[config.mk]
export PLATFORM = sky130hd
export DESIGN_NAME = nem_ohmux_sel_seq_flat
export DESIGN_NICKNAME = d
export VERILOG_FILES = /design/src/rtl/nem_ohmux_sel_seq_if.sv /design/src/rtl/nem_ohmux_sel_seq.sv /design/src/flat_wrapper.sv
export SDC_FILE = /design/constraint.sdc
export NUM_CORES = 1
export LEC_CHECK = 0
export ABC_AREA = 1
export CAP_MARGIN = 20
export CORE_UTILIZATION = 45
export DETAILED_ROUTE_END_ITERATION = 10
export PLACE_DENSITY = 0.77
export SLEW_MARGIN = 10
export SYNTH_ARGS = -nofsm -noshare
export SYNTH_HDL_FRONTEND = slang
export SYNTH_SLANG_ARGS = --single-unit
[constraint.sdc]
create_clock -name CP -period 4.1 [get_ports CP]
set_clock_uncertainty 0.1 [all_clocks]
set_input_delay 1.025 -clock CP [delete_from_list [all_inputs] [get_ports CP]]
set_output_delay 1.025 -clock CP [all_outputs]
set_load 0.02 [all_outputs]
[src/rtl/nem_ohmux_sel_seq_if.sv]
// Request/status bundle for the NEM one-hot mux select sequencer.
// master: requester (drives REQ_*), slave: sequencer (drives status + S).
interface nem_ohmux_sel_seq_if #(
  parameter int N    = 4,
  parameter int SELW = 2
);
  logic            REQ_VALID;
  logic [SELW-1:0] REQ_SEL;
  logic            REQ_OFF;
  logic            REQ_READY;
  logic [N-1:0]    S;
  logic [SELW-1:0] CUR_SEL;
  logic            CUR_ON;
  logic            SETTLED;
  logic            ERR;

  modport master (
    output REQ_VALID,
    output REQ_SEL,
    output REQ_OFF,
    input  REQ_READY,
    input  S,
    input  CUR_SEL,
    input  CUR_ON,
    input  SETTLED,
    input  ERR
  );

  modport slave (
    input  REQ_VALID,
    input  REQ_SEL,
    input  REQ_OFF,
    output REQ_READY,
    output S,
    output CUR_SEL,
    output CUR_ON,
    output SETTLED,
    output ERR
  );
endinterface

[src/rtl/nem_ohmux_sel_seq.sv]
// Break-before-make one-hot relay select sequencer for NEM inverting muxes.
// Ports: CP clock, CD async active-high reset, bus = request/status (slave).
module nem_ohmux_sel_seq #(
  parameter int N         = 4,
  parameter int SELW      = 2,
  parameter int BREAK_CYC = 3,
  parameter int MAKE_CYC  = 5,
  parameter int CNTW      = 8
) (
  input  logic               CP,
  input  logic               CD,
  nem_ohmux_sel_seq_if.slave bus
);

  typedef enum logic [1:0] {
    IDLE = 2'd0,
    BRK  = 2'd1,
    MAKE = 2'd2
  } state_e;

  localparam logic [SELW:0] N_EXT =
    (SELW+1)'(N);
  localparam logic [CNTW-1:0] BRK_LD =
    CNTW'(BREAK_CYC - 1);
  localparam logic [CNTW-1:0] MAKE_LD =
    CNTW'(MAKE_CYC - 1);
  localparam logic [N-1:0] ONE =
    {{(N-1){1'b0}}, 1'b1};

  state_e          state_q, state_d;
  logic [CNTW-1:0] cnt_q, cnt_d;
  logic [SELW-1:0] tgt_q, tgt_d;
  logic            tgt_vld_q, tgt_vld_d;
  logic [N-1:0]    s_q, s_d;
  logic [SELW-1:0] cur_sel_q, cur_sel_d;
  logic            cur_on_q, cur_on_d;
  logic            settled_q, settled_d;
  logic            err_q, err_d;
  logic            ready_q, ready_d;

  logic accept;
  logic sel_bad;
  logic want_off;
  logic same_sel;
  logic cnt_zero;

  always_comb begin
    accept   = bus.REQ_VALID & ready_q;
    sel_bad  = {1'b0, bus.REQ_SEL} >= N_EXT;
    // An out-of-range index degrades to
    // an open-all request.
    want_off = bus.REQ_OFF | sel_bad;
    same_sel = ~want_off & cur_on_q &
               (bus.REQ_SEL == cur_sel_q);
    cnt_zero = (cnt_q == '0);
  end

  always_ff @(posedge CP or posedge CD) begin
    if (CD) begin
      state_q   <= IDLE;
      cnt_q     <= '0;
      tgt_q     <= '0;
      tgt_vld_q <= 1'b0;
      s_q       <= '0;
      cur_sel_q <= '0;
      cur_on_q  <= 1'b0;
      settled_q <= 1'b0;
      err_q     <= 1'b0;
      ready_q   <= 1'b0;
    end else begin
      state_q   <= state_d;
      cnt_q     <= cnt_d;
      tgt_q     <= tgt_d;
      tgt_vld_q <= tgt_vld_d;
      s_q       <= s_d;
      cur_sel_q <= cur_sel_d;
      cur_on_q  <= cur_on_d;
      settled_q <= settled_d;
      err_q     <= err_d;
      ready_q   <= ready_d;
    end
  end

  always_comb begin
    state_d   = state_q;
    // Saturating down-count: holds at 0.
    cnt_d     = cnt_zero ? cnt_q
                         : cnt_q - 1'b1;
    tgt_d     = tgt_q;
    tgt_vld_d = tgt_vld_q;
    unique case (1'b1)
      (state_q == IDLE): begin
        if (accept) begin
          if (want_off) begin
            if (cur_on_q) begin
              state_d   = BRK;
              tgt_vld_d = 1'b0;
              cnt_d     = BRK_LD;
            end
          end else if (!same_sel) begin
            state_d   = BRK;
            tgt_vld_d = 1'b1;
            tgt_d     = bus.REQ_SEL;
            cnt_d     = BRK_LD;
          end
        end
      end
      (state_q == BRK): begin
        if (cnt_zero) begin
          if (tgt_vld_q) begin
            state_d = MAKE;
            cnt_d   = MAKE_LD;
          end else begin
            state_d = IDLE;
          end
        end
      end
      (state_q == MAKE): begin
        if (cnt_zero) begin
          state_d   = IDLE;
          tgt_vld_d = 1'b0;
        end
      end
      default: begin
        state_d = IDLE;
        cnt_d   = '0;
      end
    endcase
  end

  always_comb begin
    s_d       = s_q;
    cur_sel_d = cur_sel_q;
    cur_on_d  = cur_on_q;
    settled_d = settled_q;
    ready_d   = (state_d == IDLE);
    // REQ_OFF masks the range error.
    err_d     = accept & ~bus.REQ_OFF &
                sel_bad;
    unique case (1'b1)
      (state_d == BRK): begin
        s_d       = '0;
        cur_on_d  = 1'b0;
        settled_d = 1'b0;
      end
      (state_q == BRK &&
       state_d == MAKE): begin
        s_d       = ONE << tgt_q;
        cur_sel_d = tgt_q;
        cur_on_d  = 1'b1;
        settled_d = 1'b0;
      end
      (state_q == MAKE &&
       state_d == IDLE): begin
        settled_d = 1'b1;
      end
      default: begin
      end
    endcase
  end

  assign bus.REQ_READY = ready_q;
  assign bus.S         = s_q;
  assign bus.CUR_SEL   = cur_sel_q;
  assign bus.CUR_ON    = cur_on_q;
  assign bus.SETTLED   = settled_q;
  assign bus.ERR       = err_q;

endmodule

[src/flat_wrapper.sv]
// flat-port wrapper written by rule: the top's interface ports become plain ports
module nem_ohmux_sel_seq_flat 
#(
  parameter int N         = 4,
  parameter int SELW      = 2,
  parameter int BREAK_CYC = 3,
  parameter int MAKE_CYC  = 5,
  parameter int CNTW      = 8
)
  (CP, CD, bus_REQ_VALID, bus_REQ_SEL, bus_REQ_OFF, bus_REQ_READY, bus_S, bus_CUR_SEL, bus_CUR_ON, bus_SETTLED, bus_ERR);
  nem_ohmux_sel_seq_if #(.N(N), .SELW(SELW)) bus_i ();
  input  logic CP;
  input  logic CD;
  input wire logic [$bits(bus_i.REQ_VALID)-1:0] bus_REQ_VALID;
  input wire logic [$bits(bus_i.REQ_SEL)-1:0] bus_REQ_SEL;
  input wire logic [$bits(bus_i.REQ_OFF)-1:0] bus_REQ_OFF;
  output wire logic [$bits(bus_i.REQ_READY)-1:0] bus_REQ_READY;
  output wire logic [$bits(bus_i.S)-1:0] bus_S;
  output wire logic [$bits(bus_i.CUR_SEL)-1:0] bus_CUR_SEL;
  output wire logic [$bits(bus_i.CUR_ON)-1:0] bus_CUR_ON;
  output wire logic [$bits(bus_i.SETTLED)-1:0] bus_SETTLED;
  output wire logic [$bits(bus_i.ERR)-1:0] bus_ERR;
  assign bus_i.REQ_VALID = bus_REQ_VALID;
  assign bus_i.REQ_SEL = bus_REQ_SEL;
  assign bus_i.REQ_OFF = bus_REQ_OFF;
  assign bus_REQ_READY = bus_i.REQ_READY;
  assign bus_S = bus_i.S;
  assign bus_CUR_SEL = bus_i.CUR_SEL;
  assign bus_CUR_ON = bus_i.CUR_ON;
  assign bus_SETTLED = bus_i.SETTLED;
  assign bus_ERR = bus_i.ERR;
  nem_ohmux_sel_seq #(.N(N), .SELW(SELW), .BREAK_CYC(BREAK_CYC), .MAKE_CYC(MAKE_CYC), .CNTW(CNTW)) u_core (.CP(CP), .CD(CD), .bus(bus_i));
endmodule
==> impl_results.md <==
* Status: finished clean
* P per Cell Area at roughly 630 mW/mm^2
* Routability congestion estimate at 0.780
* Seq pwr share at a little over two fifths
* Post_cts resized at 0
* Critical Path Start: u_core.bus.CUR_SEL[0]
* First-pass GRT wire length at around 3500 um
* Synth top area cells: dfrtp_1 (48%), nand2_1 (9.9%), o21ai_0 (4.8%)
* Hold path endpoint: u_core.tgt_vld_q
* Final WL at between 2000 and 2500 um
* Commonest cells post-synth: nand2_1 (30), dfrtp_1 (22), nor2_1 (14)
* Worst-path clk slew at between 100 and 150 ps
* Clk Latency, worst-skew pair at approximately 310 ps
* Die height at about 52 um
* Slew @ Worst Pin at approximately 800 ps
* Power after layout at 0.000845 W
* Row count at 17
* Clock share of power at roughly 14%
* Post-CTS setup buffers at 0
* CP max stage delay at around 630 ps
* I/O pin count at 16
* Int Pwr at approximately 0.00050 W
* Metal3 WL at just over 60 um
* Nets at 156
* Antenna viol nets, final at 0
* Slowest cell on the critical path: clkdlybuf4s50_1
* Critical path type: reg2out
* Drt first pass iters at 4
* Congestion Overflow GR at 0
* Per-cell routed wire length at between 10 and 15 um
* Initial antenna violation count at 0
* RSZ-0062 raised after global routing: false
* Reg2reg start: u_core.cnt_q[0]
* Hold crit path type: reg2reg
* Max-cap viol count at 0
* Residual DRC at 0
* Die Area at between 0.002 and 0.003 mm^2
* Largest net degree at the start of global routing at 23
* Vias at around 910
* Synthesized cell area at 0.00114 mm^2
* CP Capture Type: output pin
* Sequential area share after synthesis at around half
* Critical Path, Cell by Cell: clkdlybuf4s50_1
* Top routing layer in use: met4
* Cell variety after synth at 30
* Fillers at 213
* Main flop type after synthesis: dfrtp_1
* Initial Util at roughly half
* Met2 WL at between 1000 and 1500 um
* HP Start: u_core.tgt_vld_q
* Synthesized instance count at between 100 and 150
* Sw Share at between 40% and 50%
* Leakage at ~0.64 nW
* Vias per Instance at ~5.2
* Vias in the first global route at around 840
* CTS tree: built
* Yosys reg bits at 22
* Hold depth at 2
* Slew margin rel. at between 40% and 50%
* CTS Sinks at 22
* Syn nets at around 140
* Area leader, netlist: dfrtp_1
* Post-synth EDFFs at 0
* Initial DRC Count at 19
* Synth warnings at 0
* CP top delay family: buffers and inverters
* Num CTS Buffers at 3
* F_max at approximately 0.40 GHz
* R2R Setup Slk at about 2300 ps
* Fraction of layout cells with a size suffix above 1 at a little under an eighth
* CP arrival at about 1400 ps
* Setup crit start kind: register
* Worst vdd ir at 0.000346 V
* Syn Area/Cell at 8.75 um^2
* Ant. Diodes at 0
* NetSw at between 0.0003 and 0.0004 W
* Worst Path Buf+Inv at 1
* Setup_tns at 0 ps
* Slew Limit Fails at 0
* Cts hold-fix bufs at 0
* Combinational Power Share at around 43%
* Final setup vio count at 0
* Async SR Flop Fraction at 100%
* Die width at 52.3 um
* DP HPWL at between 1500 and 2000 um
* Most frequent cell after synthesis: nand2_1
* Min Tclk post-route at approximately 2500 ps
* Clock Tree Buf Depth at 2
* Core area at between 0.002 and 0.0025 mm^2
* # port buffers at 14
* Area Overhead vs Synth at 17.9%
* Metal-1 WL at 971 um
* R2R depth at 9
* Critical path required time at roughly 3000 ps
* Fin crit share at 60.6%
* Gr usage total at 17.8%
* Top-area cell type share of the netlist area at between 40% and 50%
* CTS Root Cell: clkbuf_4
* Fin. Hold Viols at 0
* H-tree levels at 1
* Worst reg2reg path endpoint: u_core.bus.CUR_SEL[0]
* Critical path peak fanout at 4
-- metrics by stage --
step / utilization [%] / hold WS, ps / setup slack, ps / area [um^2] / std cells
after floorplan: - / 366 / 2130 / 1140 / 130
after global routing: 58.4 / 469 / 1560 / 1340 / 175
final: 58.4 / 418 / 1610 / 1340 / 175
after detailed placement: 56.8 / 397 / 1470 / 1310 / 171
after global placement: 56.8 / 392 / 1500 / 1310 / 171
after CTS: 58.4 / 426 / 1600 / 1340 / 175
-- state kept, by name (all words and copies together) (netlist names) --
register	cells
u_core.cnt_q	8
u_core.bus.S	4
u_core.bus.CUR_SEL	2
u_core.state_q	2
u_core.tgt_q	2
u_core.bus.CUR_ON	1
u_core.bus.REQ_READY	1
u_core.bus.SETTLED	1
u_core.tgt_vld_q	1
-- layout make-up --
cell class / count / area [um^2] / share of cell area, %
Inverter: 14 / 52.6 / 3.92
Sequential cell: 22 / 551 / 41.0
Tap cell: 28 / 35.0 / 2.61
Multi-Input combinational cell: 93 / 527 / 39.3
Timing Repair Buffer: 14 / 140 / 10.4
Clock buffer: 4 / 36.3 / 2.71
-- worst max-delay path by stage --
stage | to | slack [ps] | cells past startpoint
floorplan | u_core.cnt_q[2] | 2130 | 6
global placement | u_core.bus.CUR_ON | 1500 | 7
detailed placement | u_core.bus.CUR_ON | 1470 | 8
CTS | bus_CUR_SEL[0] | 1600 | 1
global route | bus_CUR_SEL[0] | 1560 | 1
finish | bus_CUR_SEL[0] | 1610 | 1
-- cells in the final DEF, fill, tap and decap left out, types with 3 or more instances in the layout --
| master | n |
|---|---|
| dfrtp_1 | 22 |
| xnor2_1 | 3 |
| nand4_1 | 5 |
| inv_1 | 12 |
| nor2_1 | 14 |
| nand3_1 | 3 |
| clkbuf_4 | 3 |
| nand2_1 | 30 |
| o21ai_0 | 11 |
| xor2_1 | 3 |
| clkdlybuf4s50_1 | 14 |
-- routing by layer --
metal  vias up  GRT usage, %
met5         -             0
met4         0          6.58
met3         4          2.61
met2        23          30.8
met1       432          22.2
li1        454             -
-- power groups by stage --
stage	Clock, W	Combinational [W]	Sequential (W)
finish	0.000120	0.000361	0.000365
global route	0.000133	0.000406	0.000375
CTS	0.000122	0.000365	0.000366
detailed placement	0	0.000361	0.000370
global placement	0	0.000350	0.000365
floorplan	0	0.000252	0.000373
-- cell families after synthesis --
logic type      Yosys count  synth area share (%)
flops                    22                  48.4
other cells               1                 0.330
xor+xnor                  6                  4.62
compound gates           19                  9.79
buf+inv                  15                  5.28
fa+ha+maj                 2                  2.20
simple gates             65                  29.4
Note: power is estimated with default switching activity, not from simulation.
